==> src/rtl/core_switch_ctrl.sv <==
// core_switch_ctrl: ownership arbiter for two redundant cores (A/B) sharing one UART/IO path.
// Tracks heartbeat health, drives the mux select, enforces a post-switch holdoff,
// accepts forced switches, counts switchovers and reports the both-failed condition.
// Optional build macro: CORE_SWITCH_REVERT_EN (auto-revert to core A after a healthy period).
module core_switch_ctrl #(
    parameter int unsigned HOLDOFF_CYCLES = 1000,
    parameter int unsigned REVERT_CYCLES  = 50000
) (
    input  logic       clk,
    input  logic       rst_n,
    input  logic       hb_ok_a,
    input  logic       hb_ok_b,
    input  logic       force_req,
    input  logic       force_sel,
    output logic       sel,
    output logic       switch_pulse,
    output logic       both_fail,
    output logic       holdoff,
    output logic [7:0] switch_cnt
);

    typedef enum logic [1:0] {S_IDLE, S_ACT_A, S_ACT_B, S_FAIL} state_t;

    localparam int unsigned HW = (HOLDOFF_CYCLES > 1) ? $clog2(HOLDOFF_CYCLES) : 1;
    localparam logic [HW-1:0] HOLD_LOAD = HW'(HOLDOFF_CYCLES - 1);

    state_t        state_q, state_d;
    logic          sel_q, sel_d;
    logic          pulse_q, pulse_d;
    logic          hold_q, hold_d;
    logic [HW-1:0] hold_cnt_q, hold_cnt_d;
    logic [7:0]    cnt_q, cnt_d;
    logic          do_switch;

`ifdef CORE_SWITCH_REVERT_EN
    localparam int unsigned RW = (REVERT_CYCLES > 1) ? $clog2(REVERT_CYCLES) : 1;
    localparam logic [RW-1:0] REV_LAST = RW'(REVERT_CYCLES - 1);
    logic [RW-1:0] rev_cnt_q, rev_cnt_d;
`endif

    // Next-state, switch decision, holdoff countdown and optional revert timer
    always_comb begin
        state_d    = state_q;
        sel_d      = sel_q;
        pulse_d    = 1'b0;
        hold_d     = hold_q;
        hold_cnt_d = hold_cnt_q;
        cnt_d      = cnt_q;
        do_switch  = 1'b0;
`ifdef CORE_SWITCH_REVERT_EN
        rev_cnt_d  = '0;
`endif

        if (hold_q) begin
            if (hold_cnt_q == '0) hold_d = 1'b0;
            else                  hold_cnt_d = hold_cnt_q - 1'b1;
        end

        unique case (state_q)
            S_IDLE: begin
                if (hb_ok_a) begin
                    state_d = S_ACT_A;
                end else if (hb_ok_b) begin
                    state_d   = S_ACT_B;
                    do_switch = 1'b1;
                end
            end
            S_ACT_A: begin
                if (!hb_ok_a) begin
                    if (hb_ok_b && !hold_q) begin
                        state_d   = S_ACT_B;
                        do_switch = 1'b1;
                    end else if (!hb_ok_b) begin
                        state_d = S_FAIL;
                    end
                end else if (force_req && force_sel && hb_ok_b && !hold_q) begin
                    state_d   = S_ACT_B;
                    do_switch = 1'b1;
                end
            end
            S_ACT_B: begin
                if (!hb_ok_b) begin
                    if (hb_ok_a && !hold_q) begin
                        state_d   = S_ACT_A;
                        do_switch = 1'b1;
                    end else if (!hb_ok_a) begin
                        state_d = S_FAIL;
                    end
                end else if (force_req && !force_sel && hb_ok_a && !hold_q) begin
                    state_d   = S_ACT_A;
                    do_switch = 1'b1;
                end
`ifdef CORE_SWITCH_REVERT_EN
                else if (!hold_q && hb_ok_a && !(force_req && force_sel)) begin
                    if (rev_cnt_q == REV_LAST) begin
                        state_d   = S_ACT_A;
                        do_switch = 1'b1;
                    end else begin
                        rev_cnt_d = rev_cnt_q + 1'b1;
                    end
                end
`endif
            end
            S_FAIL: begin
                if (hb_ok_a && hb_ok_b) begin
                    state_d = sel_q ? S_ACT_B : S_ACT_A;
                end else if (hb_ok_a) begin
                    state_d   = S_ACT_A;
                    do_switch = sel_q;
                end else if (hb_ok_b) begin
                    state_d   = S_ACT_B;
                    do_switch = !sel_q;
                end
            end
            default: state_d = S_IDLE;
        endcase

        if (do_switch) begin
            sel_d      = !sel_q;
            pulse_d    = 1'b1;
            hold_d     = 1'b1;
            hold_cnt_d = HOLD_LOAD;
            if (cnt_q != 8'hFF) cnt_d = cnt_q + 8'd1;
        end
    end

    // State and output registers with synchronous active-low reset
    always_ff @(posedge clk) begin
        if (!rst_n) begin
            state_q    <= S_IDLE;
            sel_q      <= 1'b0;
            pulse_q    <= 1'b0;
            hold_q     <= 1'b0;
            hold_cnt_q <= '0;
            cnt_q      <= '0;
        end else begin
            state_q    <= state_d;
            sel_q      <= sel_d;
            pulse_q    <= pulse_d;
            hold_q     <= hold_d;
            hold_cnt_q <= hold_cnt_d;
            cnt_q      <= cnt_d;
        end
    end

`ifdef CORE_SWITCH_REVERT_EN
    // Revert timer register
    always_ff @(posedge clk) begin
        if (!rst_n) rev_cnt_q <= '0;
        else        rev_cnt_q <= rev_cnt_d;
    end
`endif

    assign sel          = sel_q;
    assign switch_pulse = pulse_q;
    assign both_fail    = (state_q == S_FAIL);
    assign holdoff      = hold_q;
    assign switch_cnt   = cnt_q;

endmodule
==> config.mk <==
export PLATFORM = sky130hd
export DESIGN_NAME = core_switch_ctrl
export DESIGN_NICKNAME = d
export VERILOG_FILES = /design/src/rtl/core_switch_ctrl.sv
export SDC_FILE = /design/constraint.sdc
export NUM_CORES = 1
export LEC_CHECK = 0
export BUFFER_PORTS_ARGS = -buffer_cell sky130_fd_sc_hd__buf_4
export CORE_MARGIN = 5
export CORE_UTILIZATION = 60
export DETAILED_ROUTE_END_ITERATION = 7
export PLACE_DENSITY = 0.83
export SLEW_MARGIN = 10
export SYNTH_ARGS = -nofsm -noshare
export SYNTH_HDL_FRONTEND = slang
export SYNTH_SLANG_ARGS = --single-unit
==> constraint.sdc <==
create_clock -name clk -period 5.67 [get_ports clk]
set_input_delay 1.701 -clock clk [delete_from_list [all_inputs] [get_ports clk]]
set_output_delay 1.701 -clock clk [all_outputs]
set_load 0.01 [all_outputs]
==> out/qor.csv <==
stage,metric,value,unit
placed_design,port_buffers,17,
critical_path,critical_path.top_delay_family,simple AND/OR/NAND/NOR gates,
yosys,yosys_warnings,0,
sta,max_freq,314.2,MHz
layout,areaGrowthSynthToFinish,11.59,%
drt,wl,2.722,mm
global_route,grt_pass1_wl,4.581,mm
yosys,yosysMostFrequentCell,dfxtp_1,
critical_path,cp_num_buf_inv,2,
clocking,cts_setup_buffers,0,
sta,slew_violations,0,
clocking,cts_hold_buf,0,
yosys,synth_edf_count,0,
global_route,antenna_found_initial,0,
clocking,clkTransAtPathRegs,120,ps
clocking,clock_latency,300,ps
drt,vias,1159,
placed_design,dp_hpwl,2.030,mm
layout,finalNetCount,177,
critical_path,crit_path_end_kind,register,
critical_path,cp.required,5900,ps
placed_design,globalplace.congestion,0.8433,
sta,final-setup-viol-count,0,
critical_path,path_class,input port to register,
power,p_leak,0.5649,nW
power,peakVddDrop,0.2197,mV
power,pwr_density_cell,367.7,nW/um^2
sta,fin_crit_sh,56.13,%
yosys,ys_seq_area_share,34.68,%
clocking,cts_root_buf,clkbuf_4,
clocking,cts-buffers-inserted,3,
clocking,cts_buffer_depth,2,
critical_path,cp.arrival,3410,ps
yosys,synth_top_area_share,34.68,%
drt,drc,0,
yosys,syn_area,1328,um^2
drt,wl_per_cell,13.89,um
critical_path,worst-path-max-fanout,20,
layout,n_antenna_cell,0,
critical_path,crit_slowest_cell,a2111oi_2,
min_path,hold_path.class,register to register,
floorplan,die_w,57.04,um
clocking,htree_levels,1,
yosys,syn_inst,154,
yosys,async_flop_share,0,%
critical_path,critPathMaxStageDelay,500,ps
drt,ant_nets,0,
critical_path,crit_path_cell_trace,buf_4 -> nand2b_1 -> a2111oi_2 -> nor4b_4 -> buf_6 -> or4_1 -> a21oi_1,
clocking,cts-resized-gates,0,
run_status,outcome,finished clean,
floorplan,die-area,3253,um^2
floorplan,ios,18,
yosys,yosysUniqueCellTypes,47,
sta,rsz0062_at_grt,no,
floorplan,die_h,57.04,um
drt,viasPerCell,5.913,
clocking,cts.sinks,23,
drt,drt_first_iter_violations,31,
global_route,grt_pass1_vias,1015,
global_route,grt_max_degree,28,
placed_design,dp_slack,2003,ps
yosys,mappedNetlistNets,162,
drt,drt_pass1_iterations,4,
critical_path,start_kind,input port,
global_route,grtUsageTotal,16.78,%
layout,nFillCells,191,
floorplan,row_count,17,
yosys,syn_area_per_cell,8.620,um^2
yosys,netlist_top_cells_area,"dfxtp_1, a21oi_1, nor2_1, mux2i_1, o41ai_1",
sta,finalCriticalPeriod,3183,ps
sta,finalHoldViolCount,0,
floorplan,initial_core_util,61.19,%
yosys,synthFlopType,dfxtp_1,
job,maxCapViolations,0,
floorplan,core_area,2170,um^2
layout,drive_gt1_share,18.45,%
yosys,synth_commonest_cells,"dfxtp_1, a21oi_1, nor2_1, nand2_1, inv_1",
clocking,cts_tree,yes,
yosys,ys_seq_elements,23,
sta,fin_skew,2.791,ps
sta,setup-tns-final,0,ps
sta,worst_slack,2487,ps
global_route,grt_remaining_overflow,0,
yosys,synth.largest_area_cell,dfxtp_1,
sta,timing.slew.headroom,48.65,%
sta,worst_slew_pin_slew,763.1,ps
critical_path,r2r_slack,3410,ps
==> worst min-delay path: cells and delay by family (launching register included) <==
kind,cells,cell delay [ps]
mux,1,50
simple gates,1,60
flops,1,350
==> final timing paths <==
path / from / to / cells past startpoint
worst max-delay path: hb_ok_b / switch_cnt[7] / 7
worst min register to register: switch_cnt[5] / switch_cnt[5] / 2
worst min-delay path: switch_cnt[5] / switch_cnt[5] / 2
worst max register to register: holdoff / switch_cnt[7] / 6
==> power breakdown <==
group          internal [mW]  leakage [nW]  total, mW  switching, mW
sequential             0.195         0.189      0.246         0.0511
clock                 0.0263        0.0177     0.0730         0.0468
combinational          0.101         0.359      0.226          0.125
total                  0.322         0.565      0.545          0.223
==> per-layer routing <==
| layer | global-route usage (%) | wire length [um] | vias up |
|---|---|---|---|
| met5 | 0 | 0 | - |
| met4 | 1.987 | 12 | 0 |
| met3 | 2.262 | 108 | 2 |
| met2 | 28.06 | 1326 | 17 |
| met1 | 23.72 | 1274 | 536 |
| li1 | - | - | 604 |
==> state kept, by name, indices dropped and copies added, names as in the netlist <==
name / cells
sel: 1
switch_pulse: 1
holdoff: 1
switch_cnt: 8
state_q: 2
hold_cnt_q: 10
==> metrics by stage <==
stage | area, um^2 | std cells | util, % | hold WS, ps | power [mW]
floorplan | 1328 | 154 | - | 481.6 | 0.4200
global placement | 1443 | 191 | 66.49 | 473.1 | 0.4549
detailed placement | 1443 | 191 | 66.49 | 482.7 | 0.4695
CTS | 1470 | 195 | 67.76 | 505.1 | 0.5403
global route | 1481 | 196 | 68.28 | 536.1 | 0.5866
finish | 1481 | 196 | 68.28 | 499.9 | 0.5447
==> cells by family (layout without fill, tap and decap cells) <==
group                      after synthesis  count (layout)  share of synthesized area (%)
and+or+nand+nor                         56              56                          25.07
AOI/OAI and AO/OA                       47              47                          25.64
DFF                                     23              23                          34.68
buffers and inverters                   18              32                          7.067
xor gates and xnor gates                 4               4                          2.640
muxes                                    4               4                          3.016
adders and majority gates                2               2                          1.885
==> placed cells by master, fill, tap and decap left out, types with 3 or more instances in the layout <==
| master | instances |
|---|---|
| a21oi_1 | 19 |
| buf_4 | 17 |
| clkbuf_4 | 3 |
| dfxtp_1 | 23 |
| inv_1 | 8 |
| mux2i_1 | 4 |
| nand2_1 | 9 |
| nand2b_1 | 4 |
| nand3_1 | 5 |
| nor2_1 | 12 |
| nor3_1 | 3 |
| nor4_1 | 4 |
| o21ai_0 | 4 |
| o21ai_1 | 5 |
| o41ai_1 | 4 |
| or4_1 | 4 |
| xnor2_1 | 3 |
==> layout make-up <==
type | count | area, um^2 | area share [%]
Clock buffer | 3 | 22.52 | 1.520
Clock inverter | 1 | 5.005 | 0.3378
Inverter | 10 | 37.54 | 2.534
Multi-Input combinational cell | 113 | 782.0 | 52.79
Sequential cell | 23 | 460.4 | 31.08
Tap cell | 28 | 35.03 | 2.365
Timing Repair Buffer | 18 | 138.9 | 9.375
No activity file was read; power rests on OpenSTA's default activity.
